[config.mk]
export PLATFORM = sky130hd
export DESIGN_NAME = i2s_xfer_ctrl
export DESIGN_NICKNAME = d
export VERILOG_FILES = /design/src/rtl/i2s_xfer_ctrl_pkg.sv /design/src/rtl/i2s_xfer_ctrl_rx_hold.sv /design/src/rtl/i2s_xfer_ctrl.sv
export SDC_FILE = /design/constraint.sdc
export NUM_CORES = 1
export LEC_CHECK = 0
export CAP_MARGIN = 20
export CORE_ASPECT_RATIO = 0.5
export CORE_MARGIN = 2
export CORE_UTILIZATION = 55
export DETAILED_ROUTE_END_ITERATION = 10
export PLACE_DENSITY = 0.81
export RECOVER_POWER = 25
export SLEW_MARGIN = 5
export SYNTH_ARGS = -nofsm -noshare
export SYNTH_HDL_FRONTEND = slang
export SYNTH_SLANG_ARGS = --single-unit
[constraint.sdc]
create_clock -name clk_i -period 3.45 [get_ports clk_i]
set_input_delay 0.5175 -clock clk_i [delete_from_list [all_inputs] [get_ports clk_i]]
set_output_delay 0.5175 -clock clk_i [all_outputs]
set_load 0.02 [all_outputs]
[src/rtl/i2s_xfer_ctrl_pkg.sv]
// Shared encodings for the I2S transfer sequencer: FSM states, channel mode
// and channel length codes, plus small decode helpers.
package i2s_xfer_ctrl_pkg;

  typedef enum logic [1:0] {
    I2S_XFER_IDLE   = 2'd0,
    I2S_XFER_SYNC   = 2'd1,
    I2S_XFER_ACTIVE = 2'd2
  } i2s_xfer_state_e;

  localparam logic [1:0] I2S_CHM_STEREO = 2'd0;
  localparam logic [1:0] I2S_CHM_LEFT   = 2'd1;
  localparam logic [1:0] I2S_CHM_RIGHT  = 2'd2;
  localparam logic [1:0] I2S_CHM_NONE   = 2'd3;

  localparam logic [1:0] I2S_DAT_8  = 2'd0;
  localparam logic [1:0] I2S_DAT_16 = 2'd1;
  localparam logic [1:0] I2S_DAT_24 = 2'd2;
  localparam logic [1:0] I2S_DAT_32 = 2'd3;

  function automatic logic [5:0] chl_to_n(input logic [1:0] chl);
    logic [5:0] n;
    n = 6'd32;
    case (chl)
      I2S_DAT_8:  n = 6'd8;
      I2S_DAT_16: n = 6'd16;
      I2S_DAT_24: n = 6'd24;
      default:    n = 6'd32;
    endcase
    return n;
  endfunction

  function automatic logic slot_enabled(input logic [1:0] chm, input logic is_left);
    logic en;
    en = 1'b0;
    case (chm)
      I2S_CHM_STEREO: en = 1'b1;
      I2S_CHM_LEFT:   en = is_left;
      I2S_CHM_RIGHT:  en = ~is_left;
      default:        en = 1'b0;
    endcase
    return en;
  endfunction

endpackage

[src/rtl/i2s_xfer_ctrl_rx_hold.sv]
// RX output register: presents completed words with valid/ready and drops
// a new word (flagging overflow) while an unaccepted word is still held.
module i2s_xfer_ctrl_rx_hold #(
  parameter int DATA_WIDTH = 32
) (
  input  logic                  clk_i,
  input  logic                  rst_n_i,
  input  logic                  clr_i,
  input  logic                  wr_i,
  input  logic [DATA_WIDTH-1:0] wr_data_i,
  input  logic                  rx_ready_i,
  output logic                  rx_valid_o,
  output logic [DATA_WIDTH-1:0] rx_data_o,
  output logic                  rx_ovf_o
);

  always_ff @(posedge clk_i or negedge rst_n_i) begin
    if (!rst_n_i) begin
      rx_valid_o <= 1'b0;
      rx_data_o  <= '0;
      rx_ovf_o   <= 1'b0;
    end else if (clr_i) begin
      rx_valid_o <= 1'b0;
      rx_data_o  <= '0;
      rx_ovf_o   <= 1'b0;
    end else begin
      rx_ovf_o <= 1'b0;
      if (wr_i) begin
        if (!rx_valid_o || rx_ready_i) begin
          rx_data_o  <= wr_data_i;
          rx_valid_o <= 1'b1;
        end else begin
          rx_ovf_o <= 1'b1;
        end
      end else if (rx_valid_o && rx_ready_i) begin
        rx_valid_o <= 1'b0;
      end
    end
  end

endmodule

[src/rtl/i2s_xfer_ctrl.sv]
// I2S frame sequencer: slot tracking, MSB-first TX with one-bit delay, RX word assembly.
// state  | meaning
// IDLE   | disabled, everything cleared
// SYNC   | enabled, waiting for the first WS edge
// ACTIVE | transferring slots
module i2s_xfer_ctrl
  import i2s_xfer_ctrl_pkg::*;
#(
  parameter int DATA_WIDTH = 32
) (
  input  logic                  clk_i,
  input  logic                  rst_n_i,
  input  logic                  en_i,
  input  logic                  pol_i,
  input  logic [1:0]            chm_i,
  input  logic [1:0]            chl_i,
  input  logic                  sck_i,
  input  logic                  sck_trg_i,
  input  logic                  ws_i,
  input  logic                  sdi_i,
  output logic                  sdo_o,
  input  logic                  tx_valid_i,
  output logic                  tx_ready_o,
  input  logic [DATA_WIDTH-1:0] tx_data_i,
  output logic                  rx_valid_o,
  input  logic                  rx_ready_i,
  output logic [DATA_WIDTH-1:0] rx_data_o,
  output logic                  tx_udf_o,
  output logic                  rx_ovf_o
);

  i2s_xfer_state_e state_q;
  logic ws_q, slot_en_q, tx_pend_q, tx_udf_q;
  logic [1:0] chm_q, chl_q;
  logic [5:0] rx_cnt_q;
  logic [DATA_WIDTH-1:0] tx_sr_q, rx_sr_q;

  logic drive, sample, slot_start, new_left, active, latch_now;
  logic tx_load, rx_wr, hold_clr;
  logic [1:0] chm_eff;
  logic [5:0] n_cur;
  logic [DATA_WIDTH-1:0] n_mask, tx_word, tx_aligned, rx_next;

  assign drive      = sck_trg_i && (sck_i == ~pol_i);
  assign sample     = sck_trg_i && (sck_i == pol_i);
  assign slot_start = en_i && (ws_i != ws_q);
  assign new_left   = (ws_i == ~pol_i);
  assign active     = en_i && (state_q == I2S_XFER_ACTIVE);
  assign latch_now  = slot_start && ((state_q == I2S_XFER_SYNC) ||
                                     (state_q == I2S_XFER_ACTIVE && new_left));
  assign chm_eff    = latch_now ? chm_i : chm_q;

  // Length is taken from the latched copy so a mid-frame chl_i change waits for the next left slot.
  assign n_cur      = chl_to_n(chl_q);
  assign n_mask     = {DATA_WIDTH{1'b1}} >> (DATA_WIDTH - int'(n_cur));
  assign tx_word    = (slot_en_q && tx_valid_i) ? (tx_data_i & n_mask) : '0;
  assign tx_aligned = tx_word << (DATA_WIDTH - int'(n_cur));
  assign rx_next    = ((rx_sr_q << 1) | DATA_WIDTH'(sdi_i)) & n_mask;

  // A drive coinciding with slot_start still shifts out the previous slot's tail.
  assign tx_load    = active && drive && tx_pend_q && !slot_start;
  assign tx_ready_o = tx_load && slot_en_q;
  assign rx_wr      = active && sample && !slot_start && slot_en_q && (rx_cnt_q == n_cur);
  assign hold_clr   = !en_i || (state_q != I2S_XFER_ACTIVE);
  assign tx_udf_o   = tx_udf_q;

  always_ff @(posedge clk_i or negedge rst_n_i) begin
    if (!rst_n_i) begin
      state_q   <= I2S_XFER_IDLE;
      ws_q      <= 1'b0;
      chm_q     <= '0;
      chl_q     <= '0;
      slot_en_q <= 1'b0;
      tx_pend_q <= 1'b0;
      tx_udf_q  <= 1'b0;
      tx_sr_q   <= '0;
      rx_sr_q   <= '0;
      rx_cnt_q  <= '0;
      sdo_o     <= 1'b0;
    end else if (!en_i) begin
      state_q   <= I2S_XFER_IDLE;
      ws_q      <= 1'b0;
      chm_q     <= '0;
      chl_q     <= '0;
      slot_en_q <= 1'b0;
      tx_pend_q <= 1'b0;
      tx_udf_q  <= 1'b0;
      tx_sr_q   <= '0;
      rx_sr_q   <= '0;
      rx_cnt_q  <= '0;
      sdo_o     <= 1'b0;
    end else begin
      ws_q     <= ws_i;
      tx_udf_q <= 1'b0;
      unique case (state_q)
        I2S_XFER_IDLE: state_q <= I2S_XFER_SYNC;
        I2S_XFER_SYNC: if (slot_start) state_q <= I2S_XFER_ACTIVE;
        default: ;
      endcase
      if (latch_now) begin
        chm_q <= chm_i;
        chl_q <= chl_i;
      end
      if (slot_start && state_q != I2S_XFER_IDLE) begin
        slot_en_q <= slot_enabled(chm_eff, new_left);
        tx_pend_q <= 1'b1;
        rx_cnt_q  <= '0;
        rx_sr_q   <= '0;
      end
      if (active) begin
        if (tx_load) begin
          sdo_o     <= tx_aligned[DATA_WIDTH-1];
          tx_sr_q   <= tx_aligned << 1;
          tx_pend_q <= 1'b0;
          tx_udf_q  <= slot_en_q && !tx_valid_i;
        end else if (drive) begin
          sdo_o   <= tx_sr_q[DATA_WIDTH-1];
          tx_sr_q <= tx_sr_q << 1;
        end
        // Sample #0 is the I2S delay bit; samples 1..N carry data.
        if (sample && !slot_start) begin
          if (rx_cnt_q == 6'd0) begin
            rx_cnt_q <= 6'd1;
          end else if (rx_cnt_q <= n_cur) begin
            rx_sr_q  <= rx_next;
            rx_cnt_q <= rx_cnt_q + 6'd1;
          end
        end
      end
    end
  end

  i2s_xfer_ctrl_rx_hold #(.DATA_WIDTH(DATA_WIDTH)) u_rx_hold (
    .clk_i      (clk_i),
    .rst_n_i    (rst_n_i),
    .clr_i      (hold_clr),
    .wr_i       (rx_wr),
    .wr_data_i  (rx_next),
    .rx_ready_i (rx_ready_i),
    .rx_valid_o (rx_valid_o),
    .rx_data_o  (rx_data_o),
    .rx_ovf_o   (rx_ovf_o)
  );

endmodule
==> flow_summary.toml <==
[setup_path]
critPathSlowestCell = "clkdlybuf4s50_1"
critPathMostFrequentCell = "clkdlybuf4s50_1"
cp.arrival_ns = 2.52
r2r_cells = 10
required_ns = 2.93
cp_cell_sequence = "clkdlybuf4s50_1, xnor2_1, and2_1, nand2b_4, nor2_1, clkdlybuf4s50_1"
crit_start = "ws_i"
startpoint_type = "input port"
regToRegSetupSlack_ns = 0.67
cp_top_family = "buffers and inverters"
critPathCaptureType = "primary output"
timing.rr.start = "chl_q[0]$_DFFE_PN0P_"
crit_buf_inv = 2
cp_slowest_stage_delay_ns = 0.61
cp_max_fo = 8
timing_worst_setup_path_type = "in -> out"
r2r_end = "rx_sr_q[6]$_DFF_PN0_"

[clock_network]
insertion_delay_ns = 0.41
cts_num_sinks = 113
cts-buffers-inserted = 17
clockRootBuffer = "clkbuf_16"
cts_tree = "yes"
cts.path.max_buffers = 2
postCtsSetupRepairBufs = 0
htree_levels = 4
postCtsHoldBufs = 0
cts_resized = 0
clk_pin_slew_ns = 0.06

[pwr]
powerDensity_nw_per_um2 = 480
switching_power_uw = 908
pwr-share-clk = 0.513
p_comb_frac = 0.105
pwr-share-seq = 0.383
ir_drop_uv = 349
leakagePower_nw = 3.17
p_int_mw = 2.61
swShare = 0.258

[outcome]
run_status = "finished, violations left"
failed_checks = "capacitance limit, slew limit"

[hold_path]
hp-class = "in -> async"

[logic_synthesis]
synth_area_leaders = "dfrtp_1, nand2_1, mux2i_1, a32o_1, a21oi_1"
synth_area_per_cell_um2 = 9.92
ys_async_sr_fraction = 1.00
ys_warn_count = 0
synth-seq-area-share = 0.492
ys_seq_elements = 113
ys.flop_type = "dfrtp_1"
synth_edf_count = 0
synth.distinct_cells = 60
yosys.area.top_type = "dfrtp_1"
syn_nets = 634
syn_inst = 579
synth.top_cell.area_share = 0.492
netlist_area_um2 = 5750

[detailed_routing]
drt-pass1-iter-count = 5
wl_um = 15600
via_per_inst = 6.22
drt_first_iter_violations = 450
ant_nets = 0
post_drt_wl_per_cell_um = 19.1
drcViolationCount = 0
vias = 5074

[grt]
antenna_found_initial = 0
gr-total-overflow = 0
grt_usage = 0.290
grt_pass1_vias = 5069
grt_pass1_wl_um = 25800
grt_max_degree = 61

[floorplanning]
design.core.area_um2 = 10200
floorplan.initialDensity = 0.564
pin_count = 83
fp-row-count = 26
die_h_um = 76.3
die_x_um = 149
die-area_um2 = 11300

[sta]
timing.clock.skew_ns = 0.00857
fmax_mhz = 330
slew_violations = 61
max_slew_margin = -0.0109
setup_tns_ns = 0
min_period_over_period = 0.879
finalCriticalPeriod_ns = 3.03
finalSetupViolCount = 0
rsz0062_at_grt = "no"
tightestPinTransition_ns = 1.52
hold_viol_final = 0

[cells_and_area]
area_delta_synth_final_pct = 27.6
diodes = 0
finalInstanceArea_um2 = 7330
nFillCells = 766
layout-drive-gt1-share = 0.101
layout.nets = 718

[placement]
dp_hpwl_um = 10500
dpl_cell_area_um2 = 6730
gp_congestion = 0.904
io_buffers = 82

[run]
cap_violations = 1
## synthesized netlist by cell type (all sizes together) (4+ instances only)
cell type / n
a21boi: 7
a21oi: 37
nand2: 91
nor4: 6
nand2b: 14
mux2i: 28
a221oi: 4
ha: 9
nor2: 34
a221o: 4
dfrtp: 113
and2: 5
a211oi: 7
buf: 13
a22o: 6
a32o: 24
o21ai: 27
a31oi: 7
o31ai: 6
clkbuf: 21
inv: 15
xor2: 4
a22oi: 24
nand3: 25
nor2b: 8
## routing by layer
metal  GRT usage  vias up  part of all wire
met4       0.107        0             0.024
met5           0        -                 0
li1            -     2289                 -
met2       0.451      238              0.46
met1       0.403     2500              0.44
met3      0.0665       47             0.078
## cells by family (layout without fill, tap and decap cells)
logic type | after synthesis | in the layout | synth area share
AND/OR/NAND/NOR | 206 | 206 | 0.178
adder cells (fa/ha/maj) | 9 | 9 | 0.0196
multiplexers | 29 | 29 | 0.0527
buffers and inverters | 49 | 146 | 0.0379
flip-flops | 113 | 113 | 0.492
AO/OA/AOI/OAI | 167 | 167 | 0.209
XOR/XNOR | 6 | 6 | 0.0105
## flip-flops by register name, summed over array words and instances (netlist names)
register / count
rx_cnt_q: 6
tx_udf_o: 1
tx_pend_q: 1
state_q: 2
chl_q: 2
chm_q: 2
u_rx_hold.rx_valid_o: 1
sdo_o: 1
rx_sr_q: 31
ws_q: 1
slot_en_q: 1
u_rx_hold.rx_data_o: 32
u_rx_hold.rx_ovf_o: 1
tx_sr_q: 31
## cells in the final DEF, fill, tap and decap left out, types with 3 or more instances in the layout
cell,n
a31oi_1,5
dfrtp_1,113
clkdlybuf4s50_1,81
nor2b_1,8
a22o_1,6
clkinv_2,3
a211oi_1,7
mux2i_1,28
ha_1,9
inv_1,15
a2bb2oi_1,3
buf_4,15
a21boi_0,6
nand2_1,91
nor2_1,32
a221oi_1,4
a22oi_1,24
a21oi_1,37
nand2b_1,13
and2_1,5
and3_1,3
nor4_1,4
nand3_1,25
clkbuf_16,17
nor3_1,3
a32o_1,24
a221o_1,4
o31ai_1,6
nand3b_1,3
bufinv_16,3
o21ai_0,24
clkinv_4,5
xor2_1,3
## worst max-delay path by stage
stage | cells past startpoint | to
after floorplan | 10 | rx_sr_q[1]$_DFF_PN0_
final | 6 | tx_ready_o
after global routing | 6 | tx_ready_o
after detailed placement | 6 | tx_ready_o
after CTS | 6 | tx_ready_o
after global placement | 6 | tx_ready_o
## stage by stage
stage          setup WS [ns]  hold WS [ns]  power [mW]  std cells  utilization
2_1_floorplan          0.924         0.222        1.57        579            -
3_3_place_gp           0.443         0.463        1.73        783        0.660
6_report               0.416         0.391        3.52        816        0.720
5_1_grt                0.289         0.510        3.65        816        0.720
3_5_place_dp           0.419         0.472        1.73        783        0.660
4_1_cts                0.412         0.170        3.54        815        0.720
## power groups by stage
stage	Sequential, mW	Combinational (mW)	Clock [mW]
CTS	1.35	0.365	1.82
global placement	1.37	0.360	0
finish	1.35	0.369	1.81
detailed placement	1.37	0.362	0
global route	1.35	0.403	1.89
floorplan	1.37	0.199	0
## final cells by class
cell class / instances / area, µm² / share of cell area
Clock buffer: 17 / 425 / 0.0580
Inverter: 15 / 56.3 / 0.00768
Clock inverter: 15 / 185 / 0.0253
Tap cell: 140 / 175 / 0.0239
Sequential cell: 113 / 2830 / 0.386
Timing Repair Buffer: 99 / 948 / 0.129
Multi-Input combinational cell: 417 / 2720 / 0.370
(Power assumes the default switching activity.)
